### src/rtl/imem_pkg.sv
// imem_pkg: shared types and constants for the instruction memory slice.
// Holds the controller state encoding and the fill bit of the default halt word
// (the halt word defaults to all-ones at whatever INST_W the instance uses).
package imem_pkg;

  typedef enum logic [1:0] {
    ST_IDLE = 2'd0,
    ST_LOAD = 2'd1,
    ST_RUN  = 2'd2
  } state_e;

  // Every bit of the default halt word takes this value.
  localparam logic HALT_FILL_BIT = 1'b1;

endpackage

### src/rtl/imem_array.sv
// imem_array: DEPTH x INST_W storage, one synchronous write and one synchronous read port.
// Ports: clk_i; wr_en_i/wr_addr_i/wr_data_i write port; rd_en_i/rd_addr_i read request,
//        rd_data_o registered read data (holds its value while rd_en_i is low).
module imem_array
  import imem_pkg::*;
#(
  parameter int DEPTH  = 256,
  parameter int INST_W = 9,
  parameter int AW     = 8
) (
  input  logic              clk_i,
  input  logic              wr_en_i,
  input  logic [AW-1:0]     wr_addr_i,
  input  logic [INST_W-1:0] wr_data_i,
  input  logic              rd_en_i,
  input  logic [AW-1:0]     rd_addr_i,
  output logic [INST_W-1:0] rd_data_o
);

  // Contents are deliberately not reset; the caller tracks which words are valid.
  logic [INST_W-1:0] mem_q [DEPTH];

  always_ff @(posedge clk_i) begin
    if (wr_en_i) begin
      mem_q[wr_addr_i] <= wr_data_i;
    end
    if (rd_en_i) begin
      rd_data_o <= mem_q[rd_addr_i];
    end
  end

endmodule

### src/rtl/imem_sync.sv
// imem_sync: loadable instruction memory with a 1-cycle synchronous fetch port.
// Ports: CLK, reset (async, active-high); fetch rd_en/PC -> rd_ready, inst, inst_valid, is_halt;
//        load ld_start/ld_valid/ld_data/ld_last -> ld_ready, ld_err (sticky), ld_count.
module imem_sync
  import imem_pkg::*;
#(
  parameter int                PC_W      = 8,
  parameter int                INST_W    = 9,
  parameter int                DEPTH     = 256,
  parameter logic [INST_W-1:0] HALT_WORD = {INST_W{HALT_FILL_BIT}}
) (
  input  logic              CLK,
  input  logic              reset,
  input  logic              rd_en,
  input  logic [PC_W-1:0]   PC,
  output logic              rd_ready,
  output logic [INST_W-1:0] inst,
  output logic              inst_valid,
  output logic              is_halt,
  input  logic              ld_start,
  input  logic              ld_valid,
  input  logic [INST_W-1:0] ld_data,
  input  logic              ld_last,
  output logic              ld_ready,
  output logic              ld_err,
  output logic [PC_W:0]     ld_count
);

  localparam int            AW      = (DEPTH > 1) ? $clog2(DEPTH) : 1;
  localparam logic [PC_W:0] DEPTH_W = (PC_W + 1)'(DEPTH);

  state_e            state_q, state_d;
  logic [PC_W:0]     ptr_q, ptr_d;        // next write slot, doubles as the word count
  logic [DEPTH-1:0]  vld_q, vld_d;        // per-word "written since last load start"
  logic              err_q, err_d;
  logic              hit_q, hit_d;        // last accepted fetch hit a valid in-range word
  logic              ival_q, ival_d;

  logic              rd_acc, wr_en, pc_in_rng;
  logic [AW-1:0]     pc_idx, wr_idx;
  logic [INST_W-1:0] arr_rdata;

  assign ld_ready  = (state_q == ST_LOAD) && (ptr_q < DEPTH_W);
  assign rd_ready  = (state_q == ST_RUN);
  assign pc_in_rng = ({1'b0, PC} < DEPTH_W);
  assign pc_idx    = PC[AW-1:0];
  assign wr_idx    = ptr_q[AW-1:0];

  // A load restart takes priority: a fetch or load beat in the same cycle is discarded.
  assign rd_acc = rd_en && rd_ready && !ld_start;
  assign wr_en  = ld_valid && ld_ready && !ld_start;

  always_comb begin
    state_d = state_q;
    ptr_d   = ptr_q;
    vld_d   = vld_q;
    err_d   = err_q;
    hit_d   = hit_q;
    ival_d  = rd_acc;
    if (rd_acc) begin
      hit_d = pc_in_rng && vld_q[pc_idx];
    end
    if (ld_start) begin
      state_d = ST_LOAD;
      ptr_d   = '0;
      vld_d   = '0;
      err_d   = 1'b0;
    end else if (state_q == ST_LOAD && ld_valid) begin
      if (ld_ready) begin
        ptr_d         = ptr_q + 1'b1;
        vld_d[wr_idx] = 1'b1;
      end else begin
        err_d = 1'b1;  // memory full: beat dropped
      end
      // ld_last completes the load even when its beat was dropped.
      if (ld_last) begin
        state_d = ST_RUN;
      end
    end
  end

  always_ff @(posedge CLK or posedge reset) begin
    if (reset) begin
      state_q <= ST_IDLE;
      ptr_q   <= '0;
      vld_q   <= '0;
      err_q   <= 1'b0;
      hit_q   <= 1'b0;
      ival_q  <= 1'b0;
    end else begin
      state_q <= state_d;
      ptr_q   <= ptr_d;
      vld_q   <= vld_d;
      err_q   <= err_d;
      hit_q   <= hit_d;
      ival_q  <= ival_d;
    end
  end

  imem_array #(
    .DEPTH (DEPTH),
    .INST_W(INST_W),
    .AW    (AW)
  ) u_array (
    .clk_i    (CLK),
    .wr_en_i  (wr_en),
    .wr_addr_i(wr_idx),
    .wr_data_i(ld_data),
    .rd_en_i  (rd_acc && pc_in_rng),
    .rd_addr_i(pc_idx),
    .rd_data_o(arr_rdata)
  );

  // The array output is not resettable, so a miss/reset selects the halt word here.
  // Both hit_q and arr_rdata only change on an accepted fetch, so inst holds otherwise.
  assign inst       = hit_q ? arr_rdata : HALT_WORD;
  assign inst_valid = ival_q;
  assign is_halt    = ival_q && (inst == HALT_WORD);
  assign ld_err     = err_q;
  assign ld_count   = ptr_q;

endmodule

### config.mk
export PLATFORM = sky130hd
export DESIGN_NAME = imem_sync
export DESIGN_NICKNAME = d
export VERILOG_FILES = /design/src/rtl/imem_pkg.sv /design/src/rtl/imem_array.sv /design/src/rtl/imem_sync.sv
export SDC_FILE = /design/constraint.sdc
export NUM_CORES = 2
export LEC_CHECK = 0
export BUFFER_PORTS_ARGS = -buffer_cell sky130_fd_sc_hd__buf_2
export CORE_ASPECT_RATIO = 0.75
export CORE_UTILIZATION = 48
export CTS_CLUSTER_DIAMETER = 120
export DETAILED_ROUTE_END_ITERATION = 16
export GPL_ROUTABILITY_DRIVEN = 0
export HOLD_SLACK_MARGIN = 0.12
export SETUP_SLACK_MARGIN = 0.15
export SYNTH_ARGS = -nofsm -noshare
export SYNTH_HDL_FRONTEND = slang
export SYNTH_SLANG_ARGS = --single-unit
### constraint.sdc
create_clock -name CLK -period 9.69 [get_ports CLK]
set_clock_uncertainty 0.15 [all_clocks]
set_input_delay 0.4845 -clock CLK [delete_from_list [all_inputs] [get_ports CLK]]
set_output_delay 0.4845 -clock CLK [all_outputs]
set_load 0.02 [all_outputs]
; ---- Word level (Yosys, flattened, before mapping)
; Memories as Yosys holds them, arrays and structs flattened. A register that Yosys moved wholly into a read port is not among the register bits.
; Cells that the tools add are included.
[totals]
ff_bits = 270
latch_bits = 0
ramBits = 2304
romBits = 0
mem_count = 1
[op_classes]
add_sub_neg = 1
multipliers = 0
div_mod_pow = 0
n_lt_le_gt_ge = 4
eq_ne = 4
shift = 0
n_mux = 19
bitwise = 1
n_reduce_logical = 15
[mem_list]
columns = memory, depth, width, rd, rd_clocked_by_memory_dff, wr, line_no
row1 = u_array.mem_q, 256, 9, 1, 1, 1, imem_array.sv:21  ; logic [INST_W-1:0] mem_q [DEPTH];
[op_table]
columns = operator, count
row1 = 2-to-1 mux 256 bit, 3
row2 = bitwise OR 256 bit, 1
row3 = 2-to-1 mux 9 bit, 4
row4 = less-than comparator 8 x 9 -> 1 bit (second input constant), 2
row5 = adder 9 x 1 -> 9 bit (second input constant), 1
row6 = == test 9 bit (second input constant), 1
row7 = less-than comparator 9 bit (second input constant), 1
row8 = binary-select mux 1 bit (select 8 bit), 1
row9 = demux 1 bit (select 8 bit), 1
row10 = greater-or-equal comparator 8 x 1 -> 1 bit (second input constant), 1
row11 = logical AND 1 bit, 8
row12 = 2-to-1 mux 1 bit, 7
row13 = 2-to-1 mux 2 bit, 3
row14 = AND reduction 2 bit, 3
row15 = nonzero test 2 bit, 3
row16 = == test 2 x 1 -> 1 bit (second input constant), 1
row17 = == test 2 bit (second input constant), 1
row18 = inequality test 2 bit (second input constant), 1
row19 = zero test 1 bit, 1

; ---- Logic depth before layout (Yosys ltp)
[logic_depth]
depth_word = 8
mapped_depth = 12
ltp_nobuf = 7

; ---- Cells and area by module
; A second synthesis with hierarchy kept.
[hier_totals]
cells_unflattened = 5433
hier_area_um2 = 101951.5
[by_module_without_submodules]
columns = mod, instances, cells_per_inst, area_each_um2, seq_area_each_um2
row1 = imem_array, 1, 4237, 89368.2, 69456.6
row2 = imem_sync, 1, 1196, 12583.3, 6756.5

; ---- Worst setup path after synthesis
; No wires, ideal clock.
[synth_path]
kind = flip-flop to flip-flop
startpoint = reg ptr_q[8] (netlist: ld_count[8])
endpoint = mem u_array.mem_q[5][0], enable pin
setup_time_ps = 389
arrival_time_ps = 2636
required_ps = 9151
slack_ps = 6515
stages_incl_launch_ff = 7
n_path_buf = 2
path_cell_list = dfrtp_1 nor3b_1 and2_1 buf_2 clkbuf_1 nand4_1 nor3_1
[synth_via]
elab_chain_cells = 6
[synth_rtl]
columns = item, line_no
row1 = start: declaration, imem_sync.sv:33  ; logic [PC_W:0] ptr_q, ptr_d;
row2 = start signal: assignment, imem_sync.sv:92  ; ptr_q <= ptr_d;
row3 = less-than comparator 9 bit, imem_sync.sv:43  ; assign ld_ready = (state_q == ST_LOAD) && (ptr_q < DEPTH_W);
row4 = logical AND 1 bit, imem_sync.sv:43
row5 = via ld_ready, imem_sync.sv:24  ; output logic ld_ready,
row6 = logical AND 1 bit (2 in series), imem_sync.sv:51  ; assign wr_en = ld_valid && ld_ready && !ld_start;
row7 = 2-to-1 mux 1 bit, imem_array.sv:24  ; if (wr_en_i) begin
row8 = 2-to-1 mux 1 bit (implied by the code), imem_array.sv:25  ; mem_q[wr_addr_i] <= wr_data_i;
row9 = end: declaration, imem_array.sv:21
; The timed path passes the listed nets, and every way through them passes these cells.

==> metrics.yaml <==
crit_path_end_kind: "flip-flop"
num-fill-cells: 15800
worst_pin_slew_ns: 1.38
die_h_um: 397
final_area_um2: 111000
maxCapViolations: 0
grt_max_degree: 188
portBuffers: 45
dr_total_vias: 50000
cts.sinks: 2583
setup_viol_count_final: 0
path_max_fanout: 94
coreArea_um2: 206000
r2r-start: "state_q[0]"
drive_gt1_frac: 0.234
netlist_area_um2: 99900
start_kind: "input pin"
regArea_um2: 76200
ys_ff_latch: 2583
final-hold-violation-count: 0
ys_seq_area_frac: 0.763
powerDensity_nw_per_um2: 204
synth-xor-area-share: 0.000526
root_buffer: "clkbuf_16"
routed_wl_um: 259000
synth-compound-area-share: 0.0566
die-area_um2: 210000
setup_tns_ns: 0
syn_area_per_cell_um2: 21.0
ant_nets: 0
synth_top_family_by_area: "multiplexers"
status: "finished clean"
path_clk_slew_ns: 0.06
holdWs_ns: 0.0997
grt_pass1_vias: 49400
start_util: 0.484
cts.htree.levels: 4
fin_nets: 4949
wire_per_inst_um: 32.8
cts_tree: "built"
synth_cells: 4756
crit_type: "input pin to flip-flop"
multi_input_area_um2: 22100
top_usage_layer: "met1"
via_per_inst: 6.34
first_pass_iters: 7
placed_cell_area_um2: 103000
remaining_drc_errors: 0
hpwl_um: 154000
use_met3: 0.0577
synth-edff-count: 2313
syn-num-nets: 4783
synth_mux_area_frac: 0.144
timing.slew.headroom: 0.0779
synthAdderAreaFrac: 0.000501
slew_viol_final: 0
min_path_type: "input pin to asynchronous set/reset pin"
fmax_ghz: 0.226
clk_path_buf_depth: 4
final_cell_mix: "edfxtp_1 (2313), mux4_2 (625), nor2_1 (312), dfrtp_1 (270), a21o_1 (250)"
drt_iter0_drc: 6431
crit_start: "PC[1]"
syn_to_final_growth_pct: 11.6
numCtsBuffers: 241
async_reset_ff_frac: 0.105
peakVddDrop_v: 0.000168
critPathArrivalTime_ns: 4.91
grt-ovfl-total: 0
boundaryPins: 46
post_cts_buffers: 0
rsz0062_at_grt: "no"
period_minus_slack_ns: 4.43
clock_latency_ns: 0.90
power_uw: 22700
grt_use_met2: 0.350
track_usage: 0.248
grt_pass1_wl_um: 370000
row_count: 144
utilization: 0.541
layout_commonest_cell: "edfxtp_1"
die_w_um: 529
yosys_warnings: 0
p_leak_uw: 0.0380
antenna_found_initial: 10
yosysUniqueCellTypes: 50
synthFlopType: "edfxtp_1"
use_met1: 0.389
synth-simple-area-share: 0.0193
cp.required_ns: 10.17
post-route-period-util: 0.457
ctsResizeCount: 0
-- final cells by class --
class                   instances  area share
diodes                          1   0.0000224
clock buffers                 331      0.0594
clock inverters               114      0.0107
inverters                      13    0.000572
multi-input cells            1862       0.198
flip-flops and latches       2583       0.684
well taps                    2774      0.0311
repair buffers                221      0.0164
-- repair_timing --
item | in CTS | in global routing
endpoints found under the hold margin | 954 | 0
hold buffers | 19 | 0
setup endpoints to repair | 0 | 0
-- power breakdown --
| group | internal [uW] | total (uW) | switching [uW] |
|---|---|---|---|
| registers | 12100 | 12100 | 9.71 |
| clock network | 5400 | 9510 | 4110 |
| logic | 346 | 1090 | 741 |
-- state kept, by name, summed over array words and instances (netlist names) --
name,cells
state_q,2
ld_err,1
vld_q,256
u_array.rd_data_o,9
ld_count,9
inst_valid,1
u_array.mem_q,2304
hit_q,1
-- synth_stat cells (all sizes together) (4+ instances only) --
library cell / count / area [um2]
edfxtp: 2313 / 69500
mux4: 625 / 14100
nor2: 315 / 1180
dfrtp: 270 / 6760
a21o: 250 / 1880
a22oi: 180 / 1350
buf: 150 / 990
clkbuf: 148 / 556
a21oi: 82 / 410
a221oi: 75 / 757
a22o: 73 / 639
nand2: 57 / 214
o221ai: 36 / 315
mux2i: 30 / 300
nand3: 23 / 115
nand2b: 16 / 100
nor2b: 15 / 93.8
inv: 13 / 48.8
nand4: 13 / 81.3
o211ai: 11 / 82.6
o22ai: 8 / 50.1
and2: 6 / 37.5
nor3: 5 / 25.0
o21ai: 5 / 25.0
xor2: 5 / 43.8
and3: 4 / 25.0
ha: 4 / 50.1
-- critical path: stages --
cell	delay (ns)
buf_8	0.55
buf_12	0.50
buf_4	0.74
mux4_2	0.40
a22oi_1	0.32
a21oi_1	0.14
nor2_1	0.45
o221ai_1	0.39
a22oi_1	0.52
nand2_1	0.09
-- stage by stage --
step                      std cells  setup slack (ns)
after floorplan                4756              1.62
after global placement         7433              4.46
after global routing           7899              5.16
after detailed placement       7433              4.51
final                          7899              5.26
after CTS                      7897              5.39
-- logic make-up after synthesis --
group,after synthesis
adders and majority gates,4
DFF,2583
buffers and inverters,311
and+or+nand+nor,461
xor gates and xnor gates,6
AOI/OAI and AO/OA,736
muxes,655
-- path summary, 6_finish.rpt --
kind / slack [ns] / depth (start not counted) / endpoint
setup / recovery: 5.26 / 10 / u_array.rd_data_o[6]
hold / removal: 0.1 / 3 / vld_q[62]
setup reg to reg: 5.60 / 7 / u_array.mem_q[172][7]
hold reg to reg: 0.32 / 1 / vld_q[117]
max in group asynchronous: 6.74 / 5 / vld_q[94]
min in group CLK: 0.30 / 3 / inst_valid
-- metal layers --
layer	wire length [um]	up-vias
met2	112000	2275
li1	-	20200
met5	48	-
met1	115000	27200
met4	6880	8
met3	24400	391
Note: power is estimated with default switching activity, not from simulation.
